<file path="src/rtl/afe_adc_capture_if.sv">
// afe_adc_capture_if: ADS8363 serial link plus pixel output stream of afe_adc_capture.
// master = capture block, slave = ADC / pixel consumer side.
interface afe_adc_capture_if #(
  parameter int DATA_BITS = 16
);
  logic                 adc_convst;
  logic                 adc_cs_n;
  logic                 adc_sclk;
  logic                 adc_sdo;
  logic [DATA_BITS-1:0] pix_data;
  logic [5:0]           pix_chan;
  logic                 pix_valid;
  logic                 frame_done;

  modport master (
    output adc_convst, adc_cs_n, adc_sclk,
    input  adc_sdo,
    output pix_data, pix_chan, pix_valid, frame_done
  );

  modport slave (
    input  adc_convst, adc_cs_n, adc_sclk,
    output adc_sdo,
    input  pix_data, pix_chan, pix_valid, frame_done
  );
endinterface

</file>
<file path="src/rtl/afe_adc_capture.sv">
// afe_adc_capture: per-channel ADS8363 conversion/readout sequenced by AFE_CLK rises.
// Optional AFE_SKIP_FIRST_EN: first capture after each frame_start is a dummy.
module afe_adc_capture #(
  parameter int NUM_CH     = 64,
  parameter int DATA_BITS  = 16,
  parameter int SETTLE_CYC = 8,
  parameter int CONV_PULSE = 4,
  parameter int CONV_WAIT  = 40,
  parameter int SCLK_HALF  = 2
) (
  input  logic              clk,
  input  logic              rst_n,
  input  logic              frame_start,
  input  logic              afe_clk,
  output logic              overrun,
  afe_adc_capture_if.master bus
);
`ifdef AFE_SKIP_FIRST_EN
  localparam logic SKIP_FIRST = 1'b1;
`else
  localparam logic SKIP_FIRST = 1'b0;
`endif

  typedef enum logic [2:0] {IDLE, ARMED, SETTLE, CONV, CWAIT, SHIFT, DONE} state_t;

  state_t               state_q, state_d;
  logic [2:0]           sync_q;
  logic                 rise;
  logic [15:0]          cnt_q, cnt_d;
  logic [7:0]           bit_q, bit_d;
  logic [DATA_BITS-1:0] shreg_q, shreg_d, pdata_q, pdata_d;
  logic [5:0]           chan_q, chan_d, pchan_q, pchan_d;
  logic                 pvalid_q, pvalid_d, fdone_q, fdone_d, ovr_q, ovr_d;
  logic                 convst_q, convst_d, csn_q, csn_d, sclk_q, sclk_d;
  logic                 skip_q, skip_d;
  logic                 emit;

  // Two sync flops, third flop only for edge detection.
  assign rise = sync_q[1] & ~sync_q[2];

  always_ff @(posedge clk or negedge rst_n) begin
    if (!rst_n) begin
      state_q  <= IDLE;
      sync_q   <= '0;
      cnt_q    <= '0;
      bit_q    <= '0;
      shreg_q  <= '0;
      chan_q   <= '0;
      skip_q   <= 1'b0;
      pdata_q  <= '0;
      pchan_q  <= '0;
      pvalid_q <= 1'b0;
      fdone_q  <= 1'b0;
      ovr_q    <= 1'b0;
      convst_q <= 1'b0;
      csn_q    <= 1'b1;
      sclk_q   <= 1'b1;
    end else begin
      state_q  <= state_d;
      sync_q   <= {sync_q[1:0], afe_clk};
      cnt_q    <= cnt_d;
      bit_q    <= bit_d;
      shreg_q  <= shreg_d;
      chan_q   <= chan_d;
      skip_q   <= skip_d;
      pdata_q  <= pdata_d;
      pchan_q  <= pchan_d;
      pvalid_q <= pvalid_d;
      fdone_q  <= fdone_d;
      ovr_q    <= ovr_d;
      convst_q <= convst_d;
      csn_q    <= csn_d;
      sclk_q   <= sclk_d;
    end
  end

  always_comb begin
    state_d = state_q;
    cnt_d   = cnt_q;
    bit_d   = bit_q;
    shreg_d = shreg_q;
    chan_d  = chan_q;
    skip_d  = skip_q;
    ovr_d   = ovr_q;
    sclk_d  = 1'b1;
    pdata_d = pdata_q;
    pchan_d = pchan_q;

    case (state_q)
      IDLE: if (frame_start) begin
        state_d = ARMED;
        chan_d  = '0;
      end
      ARMED: if (rise) begin
        state_d = SETTLE;
        cnt_d   = '0;
      end
      SETTLE: if (cnt_q == 16'(SETTLE_CYC - 1)) begin
        state_d = CONV;
        cnt_d   = '0;
      end else cnt_d = cnt_q + 16'd1;
      CONV: if (cnt_q == 16'(CONV_PULSE - 1)) begin
        state_d = CWAIT;
        cnt_d   = '0;
      end else cnt_d = cnt_q + 16'd1;
      CWAIT: if (cnt_q == 16'(CONV_WAIT - 1)) begin
        state_d = SHIFT;
        cnt_d   = '0;
        bit_d   = '0;
        sclk_d  = 1'b0;
      end else cnt_d = cnt_q + 16'd1;
      SHIFT: begin
        sclk_d = sclk_q;
        if (cnt_q == 16'(SCLK_HALF - 1)) begin
          cnt_d  = '0;
          sclk_d = ~sclk_q;
          // Sample on the low->high sclk transition; a bit ends on high->low.
          if (!sclk_q) shreg_d = {shreg_q[DATA_BITS-2:0], bus.adc_sdo};
          else begin
            bit_d = bit_q + 8'd1;
            if (bit_q == 8'(DATA_BITS - 1)) state_d = DONE;
          end
        end else cnt_d = cnt_q + 16'd1;
      end
      DONE: begin
        if (skip_q) begin
          skip_d  = 1'b0;
          state_d = ARMED;
        end else if (chan_q == 6'(NUM_CH - 1)) begin
          state_d = IDLE;
          chan_d  = '0;
        end else begin
          state_d = ARMED;
          chan_d  = chan_q + 6'd1;
        end
      end
      default: state_d = IDLE;
    endcase

    if (rise && state_q != IDLE && state_q != ARMED) ovr_d = 1'b1;
    if (frame_start && state_q != IDLE) begin
      state_d = ARMED;
      chan_d  = '0;
    end
    if (frame_start) skip_d = SKIP_FIRST;

    // Interface outputs are registered from the next state so they switch glitch-free.
    if (state_d != SHIFT) sclk_d = 1'b1;
    emit     = (state_d == DONE) && !skip_q;
    convst_d = (state_d == CONV);
    csn_d    = (state_d != SHIFT);
    pvalid_d = emit;
    fdone_d  = emit && (chan_q == 6'(NUM_CH - 1));
    if (emit) begin
      pdata_d = shreg_d;
      pchan_d = chan_q;
    end
  end

  assign bus.adc_convst = convst_q;
  assign bus.adc_cs_n   = csn_q;
  assign bus.adc_sclk   = sclk_q;
  assign bus.pix_data   = pdata_q;
  assign bus.pix_chan   = pchan_q;
  assign bus.pix_valid  = pvalid_q;
  assign bus.frame_done = fdone_q;
  assign overrun        = ovr_q;
endmodule

</file>
<file path="src/flat_wrapper.sv">
// flat-port wrapper written by rule: the top's interface ports become plain ports
module afe_adc_capture_flat 
#(
  parameter int NUM_CH     = 64,
  parameter int DATA_BITS  = 16,
  parameter int SETTLE_CYC = 8,
  parameter int CONV_PULSE = 4,
  parameter int CONV_WAIT  = 40,
  parameter int SCLK_HALF  = 2
)
  (clk, rst_n, frame_start, afe_clk, overrun, bus_adc_convst, bus_adc_cs_n, bus_adc_sclk, bus_adc_sdo, bus_pix_data, bus_pix_chan, bus_pix_valid, bus_frame_done);
  afe_adc_capture_if #(.DATA_BITS(DATA_BITS)) bus_i ();
  input  logic clk;
  input  logic rst_n;
  input  logic frame_start;
  input  logic afe_clk;
  output logic overrun;
  output wire logic [$bits(bus_i.adc_convst)-1:0] bus_adc_convst;
  output wire logic [$bits(bus_i.adc_cs_n)-1:0] bus_adc_cs_n;
  output wire logic [$bits(bus_i.adc_sclk)-1:0] bus_adc_sclk;
  input wire logic [$bits(bus_i.adc_sdo)-1:0] bus_adc_sdo;
  output wire logic [$bits(bus_i.pix_data)-1:0] bus_pix_data;
  output wire logic [$bits(bus_i.pix_chan)-1:0] bus_pix_chan;
  output wire logic [$bits(bus_i.pix_valid)-1:0] bus_pix_valid;
  output wire logic [$bits(bus_i.frame_done)-1:0] bus_frame_done;
  assign bus_adc_convst = bus_i.adc_convst;
  assign bus_adc_cs_n = bus_i.adc_cs_n;
  assign bus_adc_sclk = bus_i.adc_sclk;
  assign bus_i.adc_sdo = bus_adc_sdo;
  assign bus_pix_data = bus_i.pix_data;
  assign bus_pix_chan = bus_i.pix_chan;
  assign bus_pix_valid = bus_i.pix_valid;
  assign bus_frame_done = bus_i.frame_done;
  afe_adc_capture #(.NUM_CH(NUM_CH), .DATA_BITS(DATA_BITS), .SETTLE_CYC(SETTLE_CYC), .CONV_PULSE(CONV_PULSE), .CONV_WAIT(CONV_WAIT), .SCLK_HALF(SCLK_HALF)) u_core (.clk(clk), .rst_n(rst_n), .frame_start(frame_start), .afe_clk(afe_clk), .overrun(overrun), .bus(bus_i));
endmodule
</file>
<file path="config.mk">
export PLATFORM = sky130hd
export DESIGN_NAME = afe_adc_capture_flat
export DESIGN_NICKNAME = d
export VERILOG_FILES = /design/src/rtl/afe_adc_capture_if.sv /design/src/rtl/afe_adc_capture.sv /design/src/flat_wrapper.sv
export SDC_FILE = /design/constraint.sdc
export NUM_CORES = 1
export LEC_CHECK = 0
export BUFFER_PORTS_ARGS = -buffer_cell sky130_fd_sc_hd__buf_4
export CAP_MARGIN = 10
export CORE_MARGIN = 3
export CORE_UTILIZATION = 45
export DETAILED_ROUTE_END_ITERATION = 12
export HOLD_SLACK_MARGIN = 0.1
export PLACE_DENSITY_LB_ADDON = 0.15
export SLEW_MARGIN = 20
export SYNTH_ARGS = -nofsm -noshare
export SYNTH_HDL_FRONTEND = slang
export SYNTH_SLANG_ARGS = --single-unit
</file>
<file path="constraint.sdc">
create_clock -name clk -period 8.45 [get_ports clk]
set_input_delay 0.4225 -clock clk [delete_from_list [all_inputs] [get_ports clk]]
set_output_delay 0.4225 -clock clk [all_outputs]
set_load 0.02 [all_outputs]
</file>
==> results of run 1 <==
worst max path at each step:
stage / start / slack (ns) / to / cells after the start
2_1_floorplan: u_core.cnt_q[10]$_DFFE_PN0P_ / 5.67 / u_core.bus.pix_chan[0]$_DFFE_PN0N_ / 7
3_3_place_gp: u_core.cnt_q[10]$_DFFE_PN0P_ / 5.04 / u_core.bus.pix_data[7]$_DFFE_PN0N_ / 6
3_5_place_dp: u_core.cnt_q[10]$_DFFE_PN0P_ / 5.20 / u_core.bus.pix_data[5]$_DFFE_PN0N_ / 7
4_1_cts: u_core.cnt_q[10]$_DFFE_PN0P_ / 5.19 / u_core.bus.pix_data[5]$_DFFE_PN0N_ / 7
5_1_grt: u_core.cnt_q[10]$_DFFE_PN0P_ / 5.05 / u_core.bus.pix_data[8]$_DFFE_PN0N_ / 7
6_report: u_core.cnt_q[6]$_DFFE_PN0P_ / 5.21 / u_core.bus.pix_data[5]$_DFFE_PN0N_ / 7
metal layers:
metal  global-route usage [%]  share of wire (%)  routed length [µm]
met1                    21.89                 48                3425
met2                    24.15                 46                3240
met3                    3.461                3.5                 251
met4                    8.747                2.7                 194
met5                        0                  0                   0
state kept, by name (all words and copies together), names as in the netlist:
register,cells
u_core.chan_q,6
u_core.bus.adc_convst,1
u_core.bus.adc_cs_n,1
u_core.state_q,3
u_core.bus.adc_sclk,1
u_core.sync_q,3
u_core.bus.pix_valid,1
u_core.shreg_q,16
u_core.cnt_q,16
u_core.bit_q,8
u_core.bus.pix_chan,6
u_core.bus.pix_data,16
u_core.overrun,1
u_core.bus.frame_done,1
cell type report:
| cell class | instances | area share [%] |
|---|---|---|
| Clock inverter | 7 | 2.405 |
| Inverter | 6 | 0.5279 |
| Timing Repair Buffer | 34 | 6.246 |
| Sequential cell | 80 | 46.98 |
| Tap cell | 102 | 2.991 |
| Clock buffer | 9 | 2.903 |
| Multi-Input combinational cell | 233 | 37.95 |
worst register-to-register path, delay by kind of cell (launching register included):
family	cells	cell delay, ns
mux	1	0.34
simple gates	5	2.11
flops	1	0.44
buf+inv	1	0.24
power groups by stage:
stage                     sequential, mW  clock, mW  combinational [mW]
final                              0.433      0.318               0.192
after floorplan                    0.427          0               0.151
after detailed placement           0.439          0               0.190
after global placement             0.438          0               0.188
after CTS                          0.432      0.328               0.190
after global routing               0.437      0.347               0.217
cells by family after synthesis:
group	Yosys count	synth area share, %
buf+inv	20	2.461
xor+xnor	4	0.9442
flops	80	54.01
compound gates	67	11.67
fa+ha+maj	4	1.349
simple gates	120	18.04
mux	38	11.53
cell usage in the layout, fill, tap and decap left out, drive strengths merged, types with 6 or more instances in the layout:
cell type | synthesis | routed
buf | 3 | 34
nand2 | 25 | 25
clkbuf | 11 | 9
o21ai | 24 | 24
inv | 6 | 8
nor2 | 22 | 22
and3 | 8 | 8
nor2b | 7 | 7
a22o | 6 | 6
a31oi | 11 | 11
dfrtp | 78 | 78
mux2 | 38 | 38
nand3 | 15 | 15
a21oi | 9 | 9
nand2b | 6 | 6
stage by stage:
step / power, mW / cells
after floorplan: 0.5782 / 333
after global placement: 0.6267 / 454
after detailed placement: 0.6289 / 455
after CTS: 0.9507 / 471
after global routing: 1.001 / 471
final: 0.9427 / 471
==> reports/results.txt, run 1 <==
Antenna violations before repair: 0
Cell type with the highest aggregate area in the netlist: dfrtp_1
Clock Skews: 0.01213 ns
Max cap viols: 0
Die area: 9372 µm²
Synth async-reset ratio: 100.0%
First-pass GRT wire length: 12.48 mm
DP Wirelength: 4.748 mm
N_diodes: 0
Syn_nets: 342
Leak: 2.019 nW
TritonCTS Sinks: 80
Detailed Route Iter0 Violations: 128
Psw: 0.2984 mW
Final wirelength: 7.111 mm
Remaining DRCs: 0
Mapped cell area: 3711 µm²
Flop pwr share: 45.9%
Largest net degree at the start of global routing: 81
Final Hold Slack: 0.09118 ns
RR Startpoint: u_core.cnt_q[6]$_DFFE_PN0P_
Io pins: 33
Fin crit period: 3.237 ns
Final Hold Vio Count: 0
Cell family with most CP delay: simple AND/OR/NAND/NOR gates
Worst Path Required: 8.68 ns
Startpoint Class: flip-flop
Crit path top cell by count: or4_1
Fmax: 0.3089 GHz
Setup Crit Path Kind: flip-flop to flip-flop
Clock-pin slew on the worst setup and hold paths: 0.09 ns
DR pass1 iterations: 5
Status: finished, final reports clean
Setup TNS: 0 ns
CP Max Fanout: 13
Clock share of power: 33.8%
Number of synthesized register bits: 80
Final setup viols: 0
Flop-to-flop setup slack: 5.21 ns
Most instantiated library cell after synthesis: dfrtp_1
Share of the synthesized area in the top cell type: 52.60%
Post-cts sizing count: 0
Core ar.: 7848 µm²
Ys flop type: dfrtp_1
Post-synth EDFFs: 0
Post-CTS Hold Fix Bufs: 0
Slew at the pin closest to its max-slew limit: 0.9063 ns
Worst slew margin: 39.02%
Die Wd: 96.81 µm
Clock buffer depth: 2
Comb pwr share: 20.3%
Cell Chain, Critical Path: or4_1, or4_1, nor3_1, nor3_2, nor3_4, buf_8, mux2_2
CTS Buf Count: 9
WL per Instance: 15.10 µm
Yosys cell types: 51
Vias in the first global route: 2,629
RSZ-0062 raised after global routing: false
Final Slew Violations: 0
VDD IR-drop max: 0.1837 mV
Tot GR Track Use: 16.13%
Place WS: 5.204 ns
Setup ws final: 5.213 ns
Total gr overflow: 0
CP max stage cell: or4_1
Pint: 0.6443 mW
Path depth of the worst reg2reg path: 7
Syn Area/Cell: 11.14 µm²
Vias per std cell: 5.558
Root Buffer Master: clkbuf_8
Arrival @ worst endpoint: 3.47 ns
Post-route ant nets: 0
Area delta synth->final: 14.97%
Filler instances: 693
Cell Area, Placed: 4033 µm²
GP Congestion: 0.8227
Min-Delay Path Class: primary input to async pin
Top cell types by occurrence after synthesis: dfrtp_1, nand2_1, o21ai_0
Die Y: 96.81 µm
Input/output buffers: 32
Fin crit share: 38.31%
H-tree depth: 3
Multi-input logic area: 1619 µm²
Slowest stage delay, CP: 0.68 ns
CTS tree: built
Synthesized instance count: 333
Sequential fraction of the synthesis area: 54.01%
Power Density: 220.9 nW/µm²
Util after Layout: 54.37%
Skew-Pair Late Insertion Delay: 0.35 ns
Syn. warnings: 0
Largest cells by area after synthesis: dfrtp_1, mux2_2, mux2_1
CP Buf/Inv Count: 1
Register area: 2004 µm²
Core Rows: 32
RR Endpoint: u_core.bus.pix_data[5]$_DFFE_PN0N_
Share of layout cells above drive strength 1: 23.04%
Starting density of the core: 47.29%
Switching part of the total: 31.65%
Critical path capture point type: flip-flop
Post CTS Setup Buffer Count: 0
Layout Nets: 373
Post-Layout Inst Area: 4267 µm²
Vias: 2,618
No activity file was read; power rests on OpenSTA's default activity.
==> inputs of run 2 (changes only) <==
==> constraint.sdc (replaced) <==
create_clock -name clk -period 2.9 [get_ports clk]
set_input_delay 0.145 -clock clk [delete_from_list [all_inputs] [get_ports clk]]
set_output_delay 0.145 -clock clk [all_outputs]
set_load 0.02 [all_outputs]
==> run 2 against run 1 <==
Compared with the run above:
- setup slack worse by 5.2 ns
- sequential share of layout area down 3.0 points
- cell count up 4.9%
- hold slack better by 0.27 ns
- sequential power rose to 2.9 times the previous value
- fmax up 13%
- critical path depth up 2
- wire length up 6.2%
- via count up 2.8%
- power rose to 3.1 times the previous value
==> reports/results.txt, run 2 (synthesis results as in run 1) <==
Largest net degree at the start of global routing: 81
Slew at the pin closest to its max-slew limit: 0.9827 ns
Total power: 2.911 mW
Vias in the first global route: 2,703
Status: finished, final reports clean
Detailed Route Iter0 Violations: 126
Tot GR Track Use: 16.53%
RSZ-0062 raised after global routing: true
Share of layout cells above drive strength 1: 28.57%
Commonest non-fill, non-tap cell in the layout: dfrtp_1
Layout Nets: 396
Leak: 2.167 nW
Max cap viols: 0
Starting density of the core: 47.29%
Clock buffer depth: 2
Vias: 2,690
Worst Path Required: 3.14 ns
Critical path capture point type: flip-flop
Die area: 9372 µm²
Filler instances: 704
N_diodes: 0
Place WS: 0.07885 ns
Fin crit period: 2.861 ns
Power Density: 638.0 nW/µm²
TritonCTS Sinks: 80
Post-route ant nets: 0
Skew-Pair Late Insertion Delay: 0.36 ns
Setup TNS: 0 ns
Total gr overflow: 0
Most frequent cells in the layout: dfrtp_1, buf_4, nand2_1, o21ai_0, nor2_1
Antenna violations before repair: 0
DP Wirelength: 4.927 mm
Core ar.: 7848 µm²
First-pass GRT wire length: 12.77 mm
WL per Instance: 15.29 µm
Final setup viols: 0
DR pass1 iterations: 4
Io pins: 33
Arrival @ worst endpoint: 3.10 ns
Die Wd: 96.81 µm
Input/output buffers: 32
Final Slew Violations: 0
GP Congestion: 0.8037
CTS Buf Count: 9
Clock Skews: 0.008943 ns
Core Rows: 32
VDD IR-drop max: 0.2819 mV
Cell Area, Placed: 4168 µm²
Multi-input logic area: 1670 µm²
Final wirelength: 7.552 mm
Min-Delay Path Class: flip-flop to flip-flop
Setup ws final: 0.03929 ns
Post-Layout Inst Area: 4562 µm²
Root Buffer Master: clkbuf_8
Fin crit share: 98.65%
Fmax: 0.3496 GHz
CTS tree: built
Area delta synth->final: 22.93%
Final Hold Vio Count: 0
CP Max Fanout: 12
Vias per std cell: 5.445
Die Y: 96.81 µm
Remaining DRCs: 0
Startpoint Class: flip-flop
Register area: 2004 µm²
Worst slew margin: 34.49%
H-tree depth: 3
Clock-pin slew on the worst setup and hold paths: 0.09 ns
Setup Crit Path Kind: flip-flop to flip-flop
[run 2: critical path: stages (launching register included)]
cell and delay (ns):
dfrtp_1 0.40, inv_2 0.08, ha_4 0.13, or4bb_4 0.53
or4_4 0.45, nor3_4 0.18, nor3_4 0.07, nor3_4 0.34
clkbuf_16 0.25, mux2_1 0.32
[run 2: metal layers]
metal,wire [µm],global-route usage (%),part of all wire (%),vias to the layer above
met5,0,0,0,-
met4,70,4.320,0.93,0
met3,285,5.407,3.8,7
met2,3710,27.07,49,48
met1,3485,21.18,46,1318
li1,-,-,-,1317
[run 2: path summary, 6_finish.rpt]
kind	start	to	slack (ns)	cells past startpoint
hold / removal	u_core.sync_q[0]$_DFF_PN0_	u_core.sync_q[1]$_DFF_PN0_	0.36	0
max in group asynchronous	rst_n	u_core.cnt_q[2]$_DFFE_PN0P_	1.77	2
hold reg to reg	u_core.sync_q[0]$_DFF_PN0_	u_core.sync_q[1]$_DFF_PN0_	0.36	0
setup reg to reg	u_core.cnt_q[1]$_DFFE_PN0P_	u_core.bus.pix_data[1]$_DFFE_PN0N_	0.04	9
min in group asynchronous	rst_n	u_core.chan_q[5]$_DFFE_PN0P_	0.47	2
setup / recovery	u_core.cnt_q[1]$_DFFE_PN0P_	u_core.bus.pix_data[1]$_DFFE_PN0N_	0.04	9
[run 2: layout make-up]
type	count	share of cell area [%]
clock buffer	9	2.715
clock inverter	7	2.249
inverter	6	0.4937
multi-input combinational	233	36.62
sequential	80	43.94
tap	102	2.798
timing repair buffer	57	11.19
[run 2: power breakdown]
part | switching (mW) | leakage [nW] | total (mW) | internal, mW
sequential | 0.0681 | 1.09 | 1.24 | 1.17
clock | 0.445 | 0.104 | 0.938 | 0.493
combinational | 0.401 | 0.973 | 0.735 | 0.334
[run 2: timing repair]
action,in CTS,in global routing
hold buffers,4,0
setup buffers,0,3
setup endpoints to repair,0,24
resized for setup,0,12
endpoints found under the hold margin,82,0
[run 2: metrics by stage]
| step | hold slack, ns | util [%] | cells |
|---|---|---|---|
| global route | 0.3704 | 58.13 | 494 |
| finish | 0.3582 | 58.13 | 494 |
| global placement | 0.2574 | 53.11 | 469 |
| CTS | 0.3621 | 56.51 | 489 |
| detailed placement | 0.2567 | 53.11 | 469 |
| floorplan | -0.1506 | - | 333 |
==> inputs of run 3 (changes only) <==
--- a/config.mk
+++ b/config.mk
@@ -11,7 +11,7 @@
 export CORE_UTILIZATION = 45
 export DETAILED_ROUTE_END_ITERATION = 12
 export HOLD_SLACK_MARGIN = 0.1
-export PLACE_DENSITY_LB_ADDON = 0.15
+export PLACE_DENSITY = 0.74
 export SLEW_MARGIN = 20
 export SYNTH_ARGS = -nofsm -noshare
 export SYNTH_HDL_FRONTEND = slang
==> run 3 against run 2 <==
Compared with the run above:
- setup slack improved by 0.0013 ns
- non-clock buffer count increased by 4
- fmax about the same
- sequential power about the same
- combinational power decreased by 3.0%
- hold slack improved by 0.0024 ns
- clock power decreased by 1%
- count of clock-buffer cells in the layout increased by 1
- critical endpoint unchanged
- largest power group unchanged
- highest routed layer unchanged
==> reports/results.txt, run 3 (synthesis results as in run 1) <==
Status: finished, final reports clean
Placed insts: 469
Remaining DRCs: 0
Power Density: 629.3 nW/µm²
Slowest stage delay, CP: 0.57 ns
Clock buffer depth: 2
Die area: 9372 µm²
VDD IR-drop max: 0.2977 mV
Critical path capture point type: flip-flop
Fmax: 0.3497 GHz
Final Hold Slack: 0.3606 ns
RSZ-0062 raised after global routing: true
Util after Layout: 58.21%
Clock Skews: 0.01074 ns
Post-route ant nets: 0
DR pass1 iterations: 4
CTS Buf Count: 9
Core Rows: 32
Final wirelength: 7.753 mm
Cell Area, Placed: 4155 µm²
Input/output buffers: 32
Max cap viols: 0
Final Hold Vio Count: 0
GP Congestion: 0.8470
H-tree depth: 3
Vias: 2,760
Skew-Pair Late Insertion Delay: 0.35 ns
Vias per std cell: 5.542
CP Buf/Inv Count: 2
Die Y: 96.81 µm
Root Buffer Master: clkbuf_8
Commonest non-fill, non-tap cell in the layout: dfrtp_1
Core ar.: 7848 µm²
Min-Delay Path Class: flip-flop to flip-flop
Worst Path Required: 3.13 ns
Io pins: 33
WL per Instance: 15.57 µm
N_diodes: 0
CP max stage cell: or4_4
Final non-filler cell total: 498
Worst slew margin: 34.96%
Antenna violations before repair: 0
Largest net degree at the start of global routing: 81
Tot GR Track Use: 16.32%
Area delta synth->final: 23.10%
Clock-pin slew on the worst setup and hold paths: 0.08 ns
Vias in the first global route: 2,745
TritonCTS Sinks: 80
Post-Layout Inst Area: 4568 µm²
Fin crit period: 2.859 ns
Detailed Route Iter0 Violations: 147
Final setup viols: 0
Most frequent cells in the layout: dfrtp_1, buf_4, nand2_1, o21ai_0, nor2_1
Share of layout cells above drive strength 1: 29.55%
First-pass GRT wire length: 12.69 mm
Startpoint Class: flip-flop
Leak: 2.172 nW
Total gr overflow: 0
Layout Nets: 400
Cell Chain, Critical Path: or4_4, or4_4, o31a_1, nor3_4, buf_6, clkbuf_16, mux2_1
Slew at the pin closest to its max-slew limit: 0.9755 ns
CTS tree: built
Crit path top cell by count: or4_4
Cell family with most CP delay: simple AND/OR/NAND/NOR gates
Fin crit share: 98.60%
Arrival @ worst endpoint: 3.09 ns
Final Slew Violations: 0
Setup Crit Path Kind: flip-flop to flip-flop
CP Max Fanout: 6
Die Wd: 96.81 µm
DP Wirelength: 4.892 mm
Starting density of the core: 47.29%
run 3: changes by cell type in the layout (fill, tap and decap cells not counted), sizes merged:
cell	before	now
buf	51	55
clkinvlp	3	1
clkbuf	11	12
clkinv	0	1
run 3: power by group:
group	switching [mW]	leakage, nW	total, mW	internal (mW)
Sequential	0.0640	1.09	1.23	1.17
Combinational	0.392	0.970	0.713	0.320
Clock	0.415	0.113	0.928	0.513
run 3: area by class of cell:
type | instances | area (µm²)
inverter | 6 | 22.52
clock buffer | 10 | 137.6
sequential | 80 | 2006
tap | 102 | 127.6
fill | 643 | 3279
clock inverter | 6 | 90.09
timing repair buffer | 61 | 535.5
multi-input combinational | 233 | 1649
run 3: what timing repair did:
action | 4_1_cts | 5_1_grt
hold buffers | 4 | 0
buffers inserted | 0 | 6
endpoints found under the hold margin | 82 | 0
resized for setup | 0 | 11
setup endpoints to repair | 0 | 23
run 3: through the flow:
step	TNS, ns	setup slack, ns	power, mW
5_1_grt	-0.6844	-0.05866	3.041
6_report	0	0.04059	2.875
3_5_place_dp	0	0.1041	1.928
4_1_cts	0	0.08335	2.872
2_1_floorplan	0	0.1201	1.685
3_3_place_gp	0	0.1770	1.915
run 3: path summary, 6_finish.rpt:
kind / start / endpoint / slack [ns] / depth (start not counted)
setup / recovery: u_core.cnt_q[10]$_DFFE_PN0P_ / u_core.bus.pix_data[1]$_DFFE_PN0N_ / 0.04 / 7
hold / removal: u_core.sync_q[0]$_DFF_PN0_ / u_core.sync_q[1]$_DFF_PN0_ / 0.36 / 0
setup reg to reg: u_core.cnt_q[10]$_DFFE_PN0P_ / u_core.bus.pix_data[1]$_DFFE_PN0N_ / 0.04 / 7
hold reg to reg: u_core.sync_q[0]$_DFF_PN0_ / u_core.sync_q[1]$_DFF_PN0_ / 0.36 / 0
max in group asynchronous: rst_n / u_core.cnt_q[10]$_DFFE_PN0P_ / 1.72 / 2
min in group asynchronous: rst_n / u_core.bus.pix_chan[3]$_DFFE_PN0N_ / 0.48 / 2
run 3: metal layers:
metal / share of wire (%) / up-vias / routed length [µm] / global-route usage [%]
met5: 0 / - / 0 / 0
met4: 0.93 / 0 / 72 / 5.508
met3: 3.2 / 7 / 247 / 4.831
met2: 49 / 49 / 3836 / 25.96
met1: 46 / 1365 / 3596 / 21.37
li1: - / 1339 / - / -
